## config.mk

```make
export PLATFORM = sky130hd
export DESIGN_NAME = rx_frame_ctrl
export DESIGN_NICKNAME = d
export VERILOG_FILES = /design/src/rtl/rx_frame_ctrl.sv
export SDC_FILE = /design/constraint.sdc
export NUM_CORES = 1
export LEC_CHECK = 0
export ABC_AREA = 1
export BUFFER_PORTS_ARGS = -buffer_cell sky130_fd_sc_hd__clkbuf_2
export CAP_MARGIN = 30
export CORE_MARGIN = 3
export CORE_UTILIZATION = 56
export DETAILED_ROUTE_END_ITERATION = 8
export PLACE_DENSITY = 0.78
export SLEW_MARGIN = 40
export SYNTH_ARGS = -nofsm -noshare
export SYNTH_HDL_FRONTEND = slang
export SYNTH_SLANG_ARGS = --single-unit
```

## constraint.sdc

```tcl
create_clock -name i_Clock -period 2.4 [get_ports i_Clock]
set_input_delay 0.24 -clock i_Clock [delete_from_list [all_inputs] [get_ports i_Clock]]
set_output_delay 0.24 -clock i_Clock [all_outputs]
set_load 0.005 [all_outputs]
```

## src/rtl/rx_frame_ctrl.sv

```systemverilog
// rx_frame_ctrl: framed command controller between a UART receiver and a small
// register file that feeds the seven-segment decoders.
//
// Frame format (one byte per i_Rx_DV pulse): SYNC, ADDR, DATA, CSUM where
// CSUM = ADDR ^ DATA. A good frame with ADDR < NUM_REGS writes DATA into
// register ADDR. Checksum errors, out-of-range addresses and inter-byte
// timeouts each bump a saturating error counter.
//
// Ports:
//   i_Clock      system clock, rising edge
//   i_Reset      synchronous active-high reset
//   i_Rx_DV      one-cycle byte-valid pulse
//   i_Rx_Byte    received byte
//   o_Regs       packed register file, reg k at [8k+7:8k]
//   o_Wr_Stb     one-cycle pulse in the cycle after a committed write
//   o_Wr_Addr    address of the last committed write
//   o_Busy       high while a frame is in progress
//   o_Err_Count  frame error counter, saturates at 255
//   o_Ack_DV     (RX_FRAME_ACK_EN only) ack byte valid, same timing as o_Wr_Stb
//   o_Ack_Byte   (RX_FRAME_ACK_EN only) 8'h06 on commit, 8'h15 on error
//
// Optional feature macro: RX_FRAME_ACK_EN (adds the ack ports and logic).

module rx_frame_ctrl #(
   parameter int unsigned NUM_REGS     = 2,
   parameter logic [7:0]  SYNC_BYTE    = 8'hA5,
   parameter int unsigned TIMEOUT_CLKS = 8700
) (
   input  logic                  i_Clock,
   input  logic                  i_Reset,
   input  logic                  i_Rx_DV,
   input  logic [7:0]            i_Rx_Byte,
   output logic [8*NUM_REGS-1:0] o_Regs,
   output logic                  o_Wr_Stb,
   output logic [3:0]            o_Wr_Addr,
   output logic                  o_Busy,
   output logic [7:0]            o_Err_Count
`ifdef RX_FRAME_ACK_EN
   ,
   output logic                  o_Ack_DV,
   output logic [7:0]            o_Ack_Byte
`endif
);

   localparam logic [1:0] S_IDLE = 2'd0;
   localparam logic [1:0] S_ADDR = 2'd1;
   localparam logic [1:0] S_DATA = 2'd2;
   localparam logic [1:0] S_CSUM = 2'd3;

   localparam int unsigned TW = (TIMEOUT_CLKS > 2) ? $clog2(TIMEOUT_CLKS) : 1;
   // Abort on the edge where the counter would reach TIMEOUT_CLKS-1, so Busy
   // drops exactly TIMEOUT_CLKS-1 cycles after the last byte.
   localparam logic [TW-1:0] TMO_LAST = TW'(TIMEOUT_CLKS - 2);

   logic [1:0]    r_state;
   logic [1:0]    w_state_next;
   logic [7:0]    r_addr;
   logic [7:0]    r_data;
   logic [TW-1:0] r_tmo_cnt;
   logic [7:0]    r_regs [NUM_REGS];
   logic          r_wr_stb;
   logic [3:0]    r_wr_addr;
   logic [7:0]    r_err_cnt;

   logic w_in_frame;
   logic w_timeout;
   logic w_csum_byte;
   logic w_commit;
   logic w_err;

   assign w_in_frame  = (r_state != S_IDLE);
   assign w_timeout   = w_in_frame && !i_Rx_DV && (r_tmo_cnt == TMO_LAST);
   assign w_csum_byte = (r_state == S_CSUM) && i_Rx_DV;
   assign w_commit    = w_csum_byte && (i_Rx_Byte == (r_addr ^ r_data)) &&
                        (r_addr < 8'(NUM_REGS));
   assign w_err       = (w_csum_byte && !w_commit) || w_timeout;

   always_comb begin
      w_state_next = r_state;
      if (w_timeout) begin
         w_state_next = S_IDLE;
      end else if (i_Rx_DV) begin
         case (r_state)
            S_IDLE:  w_state_next = (i_Rx_Byte == SYNC_BYTE) ? S_ADDR : S_IDLE;
            S_ADDR:  w_state_next = S_DATA;
            S_DATA:  w_state_next = S_CSUM;
            default: w_state_next = S_IDLE;
         endcase
      end
   end

   always_ff @(posedge i_Clock) begin
      if (i_Reset) begin
         r_state   <= S_IDLE;
         r_addr    <= 8'h00;
         r_data    <= 8'h00;
         r_tmo_cnt <= '0;
         r_wr_stb  <= 1'b0;
         r_wr_addr <= 4'h0;
         r_err_cnt <= 8'h00;
      end else begin
         r_state  <= w_state_next;
         r_wr_stb <= w_commit;
         if (i_Rx_DV && r_state == S_ADDR) r_addr <= i_Rx_Byte;
         if (i_Rx_DV && r_state == S_DATA) r_data <= i_Rx_Byte;
         if (w_commit) r_wr_addr <= r_addr[3:0];
         if (w_err && r_err_cnt != 8'hFF) r_err_cnt <= r_err_cnt + 8'h01;
         // Counter lives only inside a frame; any byte restarts the window.
         if (i_Rx_DV || !w_in_frame || w_timeout) begin
            r_tmo_cnt <= '0;
         end else begin
            r_tmo_cnt <= r_tmo_cnt + TW'(1);
         end
      end
   end

   always_ff @(posedge i_Clock) begin
      for (int k = 0; k < NUM_REGS; k++) begin
         if (i_Reset) begin
            r_regs[k] <= 8'h00;
         end else if (w_commit && r_addr == 8'(k)) begin
            r_regs[k] <= r_data;
         end
      end
   end

   for (genvar g = 0; g < NUM_REGS; g++) begin : g_regs_out
      assign o_Regs[8*g +: 8] = r_regs[g];
   end

   assign o_Wr_Stb    = r_wr_stb;
   assign o_Wr_Addr   = r_wr_addr;
   assign o_Busy      = w_in_frame;
   assign o_Err_Count = r_err_cnt;

`ifdef RX_FRAME_ACK_EN
   logic       r_ack_dv;
   logic [7:0] r_ack_byte;

   // Every frame that reaches its CSUM byte is acked; timeouts are not.
   always_ff @(posedge i_Clock) begin
      if (i_Reset) begin
         r_ack_dv   <= 1'b0;
         r_ack_byte <= 8'h00;
      end else begin
         r_ack_dv <= w_csum_byte;
         if (w_csum_byte) r_ack_byte <= w_commit ? 8'h06 : 8'h15;
      end
   end

   assign o_Ack_DV   = r_ack_dv;
   assign o_Ack_Byte = r_ack_byte;
`endif

endmodule
```

======== Yosys cells after proc, flatten, opt, wreduce, memory -nomap -nowiden ========
Memories as Yosys holds them, arrays and structs flattened.
Index checks and enable logic that the tools add are counted.
word-level totals
  flip-flop bits (word level) ............. 45
  latch bits .............................. 0
  memory bits (writable) .................. 16
  ROM bits ................................ 0
  input bits .............................. 11
  output and inout bits ................... 30
  logic and storage cells ................. 56
  memories kept ........................... 1
memory list
  memory  words  width  rd ports  clocked after Yosys merged registers in  wr ports  line  RTL
  r_regs  2      8      2         0                                        2         60    logic [7:0] r_regs [NUM_REGS];
operators by class
  add/sub/neg operators ................... 2
  multipliers ............................. 0
  div/mod/pow operators ................... 0
  order comparisons ....................... 1
  equal/unequal tests ..................... 8
  shifts and indexed selects .............. 0
  muxes and demuxes ....................... 12
  bitwise gates (word level) .............. 3
  reduce and logical (&&, ||, !) cells .... 22
operator list
  kind                                                         count
  two-way mux 8 bit                                            2
  adder 14 x 1 -> 14 bit (second input constant)               1
  equality test 14 bit (second input constant)                 1
  logical AND 1 bit                                            11
  two-way mux 1 bit                                            9
  adder 8 x 1 -> 8 bit (second input constant)                 1
  equality test 8 x 1 -> 1 bit (second input constant)         1
  equality test 8 bit                                          1
  equality test 8 bit (second input constant)                  1
  logical NOT 8 bit                                            1
  less-than comparator 8 x 2 -> 1 bit (second input constant)  1
  inequality test 8 bit (second input constant)                1
  XOR 8 bit                                                    1
  case mux 2 bit (3 select lines)                              1
  equality test 2 bit (second input constant)                  2
  OR reduction 2 bit                                           2
  logical NOT 1 bit                                            3
  logical OR 1 bit                                             3
  equality test 2 x 1 -> 1 bit (second input constant)         1
  logical NOT 2 bit                                            1
  OR 1 bit                                                     2
  nonzero test 2 bit                                           1

======== Longest topological paths before layout ========
  word-level depth ........................ 9
  gate-level depth with buffers ........... 14
  gate-level depth less buffers ........... 13

======== Least setup slack after synthesis ========
No wires, ideal clock.
  kind .................................... register to register
  start ................................... reg r_state[0]
  end ..................................... mem r_regs[0][0], enable pin
  library setup time ...................... 387 ps
  arrival time ............................ 1724 ps
  data required time ...................... 2013 ps
  setup slack ............................. 289 ps
  cell stages (with the launch flop) ...... 10
  buffers on the path ..................... 0
  clock period less this slack ............ 2111 ps
  cell sequence ........................... dfxtp_1 -> ha_1 -> nand2_2 -> inv_2 -> nand2_1 -> nor2_2 -> nand3_2 -> nor2_4 -> nand2_4 -> o21ai_0
RTL lines
  element                 line  RTL
  start, declared         55    logic [1:0] r_state;
  start signal, assigned  102   r_state <= w_state_next;
  end, declared           60

==> metrics.txt <==
run status completed; Syn Inst Count between 300 and 400; Vias 2380; register area share after synthesis 49.4%; Slew Viols, Final 0; crit-path max FO 8; Die Ht 76.7 um; Max-Cap Viols 0; Final TNS setup 0 ns; gr ovfl total 0; crit path DAT 2.03 ns; Synth warnings 0; FF-to-FF Start r_state[0]; Netlist cell types 31; final RePlAce weighted congestion between 0.8 and 0.9; DRC Markers 0; CP top delay family simple AND/OR/NAND/NOR gates; mux contribution to synthesized area 0%; worst-path cell chain ha_1 > nand2_2 > inv_2 > nand2_1 > nor2_2 > nand3_2 > nor2_4 > nand2_4 > nor2_2 > nand2_1 > nor2_1; DP HPWL 4040 um; TritonRoute pass-1 iters 4; Synth Area in XOR/XNOR about 1.6%; Slew headroom between 60% and 70%; net count after synthesis 376; Initial Util 58.4%; Max Freq ~0.54 GHz; flop2flop setup slack about 0.55 ns; Worst Tran Pin Value 0.463 ns; pin count of the biggest net entering global routing 21; CTS tree built; H-tree depth 3; total chip power 1.94 mW; Leak 1.41 nW; mapped cell area 2800 sq um; largest stage delay on the critical path 0.41 ns; worst flop-to-flop path endpoint r_regs[1][0]; Rows 25; Max clock buf depth 2; vias in the first global route 2240; CTS buffer count 9; area of the core 4790 sq um; Starting DRT DRC Count 176; Setup Viol. Count Final 0; dominant cell type by area after synthesis dfxtp_1; clk root buf clkbuf_8; Area growth, synth to finish 14.8%; Hold Path Class input pin to register; crit start category register; worst skew pair latency 0.33 ns; CP required 2.58 ns; Final Hold Viols 0; DR vias/cell 5.00; synth top area cells dfxtp_1 32%, edfxtp_1 17%, nand2_1 9.3%; PwrDens 606 nW/um^2; GRT Util Overall 20.8%; Post-CTS Resized 0; critical path capture point type register; CP max stage cell dfxtp_1; postcts setup bufs 0; io pins 41; drt wl/cell between 10 and 15 um; Clock Pin Slew Worst Setup and Hold Paths around 0.07 ns; hold_buf cts 0; Port Buffer Count 40; antenna viol nets, final 0; Post-DP Area 3060 sq um; Final nets between 400 and 500; Clock Skews 0.00872 ns; Final Cycle Share 77.2%; Post-Synth Adder-Cell Area under 10%; antenna fix cells 0; main combinational cell family by area after synthesis simple AND/OR/NAND/NOR gates; flops & latches, synth 61; Worst R2R Path Depth 11; Max VDD drop 418 uV; initial antenna violation count 0; Syn Area/Cell 7.81 sq um; Buffers & Inverters on Critical Path 1; crit path time final 1.85 ns; top-area cell type share of the netlist area between 30% and 40%; Hold EP o_Wr_Stb; Synth Area in Compound Gates roughly a tenth; Die ar. a little under 6000 sq um; post-synthesis simple-gate area fraction 27.8%; Worst Hold Path Cells 2; first-pass GRT wire length 9820 um; Clock Sinks 61; kind of critical path register to register; hold wc startpoint i_Reset; die extent in x ~77 um; post-route cell area 3210 sq um; Final Non-Filler Cells 476; layout cells sized above 1 17.1%; final WL 5530 um; dpl cells 460; unrepaired setup endpoints after global routing no
[flip-flops by register name, summed over array words and instances, names as in the netlist]
| signal | flops |
|---|---|
| o_Wr_Stb | 1 |
| o_Err_Count | 8 |
| r_tmo_cnt | 14 |
| o_Wr_Addr | 4 |
| r_regs | 16 |
| r_addr | 8 |
| r_data | 8 |
| r_state | 2 |
[layout by cell type (no fill, tap or decap)]
cell type	Yosys	final
edfxtp_1	16	16
nor3b_1	2	2
dfxtp_1	45	45
nor2_2	3	3
xnor2_1	1	1
o21ai_0	21	21
nor2_4	1	1
and3_1	1	1
buf_4	1	3
nor3_1	3	3
nor2_1	51	51
clkbuf_8	0	9
inv_1	49	49
nand3_2	3	3
nand3b_1	1	1
nand2_4	2	2
nand2_1	69	69
or2_2	1	1
xor2_1	4	4
nor4_2	1	1
nand3_1	24	24
clkbuf_2	0	40
o22ai_1	1	1
inv_2	4	4
clkinv_1	0	4
clkinv_2	0	1
a21oi_1	30	30
and2_1	1	1
clkbuf_1	4	2
nand2_2	2	2
nand4_1	4	4
ha_1	7	7
nor4_1	3	3
[through the flow]
stage          setup slack, ns  hold slack [ns]  utilization [%]
6_report                 0.548            0.105             67.1
5_1_grt                  0.398           0.0999             67.1
4_1_cts                  0.562           0.0964             67.1
3_5_place_dp             0.587            0.450             63.9
3_3_place_gp             0.681            0.439             63.9
2_1_floorplan            0.289            0.319                -
[kinds of logic after synthesis]
kind of cell             after synthesis
AO/OA/AOI/OAI                         52
XOR/XNOR                               5
buffers and inverters                 61
flip-flops                            61
AND/OR/NAND/NOR                      172
adder cells (fa/ha/maj)                7
[Yosys cell counts]
| cell type | count |
|---|---|
| buf_4 | 1 |
| and3_1 | 1 |
| nor2_2 | 3 |
| nor2_4 | 1 |
| inv_2 | 4 |
| and2_1 | 1 |
| nand2_4 | 2 |
| nor2_1 | 51 |
| buf_6 | 1 |
| edfxtp_1 | 16 |
| buf_2 | 2 |
| nor4_1 | 3 |
| or2_2 | 1 |
| o22ai_1 | 1 |
| clkbuf_1 | 4 |
| nand2_1 | 69 |
| nand3b_1 | 1 |
| dfxtp_1 | 45 |
| ha_1 | 7 |
| xnor2_1 | 1 |
| nor4_2 | 1 |
| nor3_1 | 3 |
| nand3_1 | 24 |
| o21ai_0 | 21 |
| a21oi_1 | 30 |
| nand3_2 | 3 |
| nor3b_1 | 2 |
| nand4_1 | 4 |
| nand2_2 | 2 |
| inv_1 | 49 |
| xor2_1 | 4 |
[how the worst max path moves through the flow]
stage | startpoint | endpoint | slack [ns] | depth (start not counted)
final | r_state[0] | r_regs[1][0] | 0.55 | 11
after global routing | r_state[0] | r_regs[1][0] | 0.40 | 11
after CTS | r_state[0] | r_regs[1][7] | 0.56 | 11
after detailed placement | r_state[0] | r_regs[0][1] | 0.59 | 10
after global placement | r_state[0] | r_regs[0][4] | 0.68 | 10
after floorplan | r_state[0] | r_regs[0][0] | 0.29 | 9
[power breakdown]
group | switching (mW) | total (mW) | leakage [nW] | internal, mW
Combinational | 0.0839 | 0.131 | 0.805 | 0.0471
Sequential | 0.0124 | 1.09 | 0.529 | 1.08
Clock | 0.366 | 0.725 | 0.0773 | 0.359
[final cells by class]
cell class / count / area, sq um
sequential: 61 / 1380
multi-input combinational: 236 / 1170
clock inverter: 5 / 20.0
inverter: 53 / 199
clock buffer: 11 / 131
tap: 67 / 83.8
timing repair buffer: 43 / 223
fill: 410 / 1580
[per-layer routing]
metal / GRT usage (%) / vias to the layer above / wire (um)
li1: - / 1241 / -
met3: 4.34 / 11 / 259
met5: 0 / - / 0
met4: 9.24 / 0 / 109
met1: 26.9 / 1077 / 2620
met2: 33.7 / 51 / 2550
No activity file was read; power rests on OpenSTA's default activity.
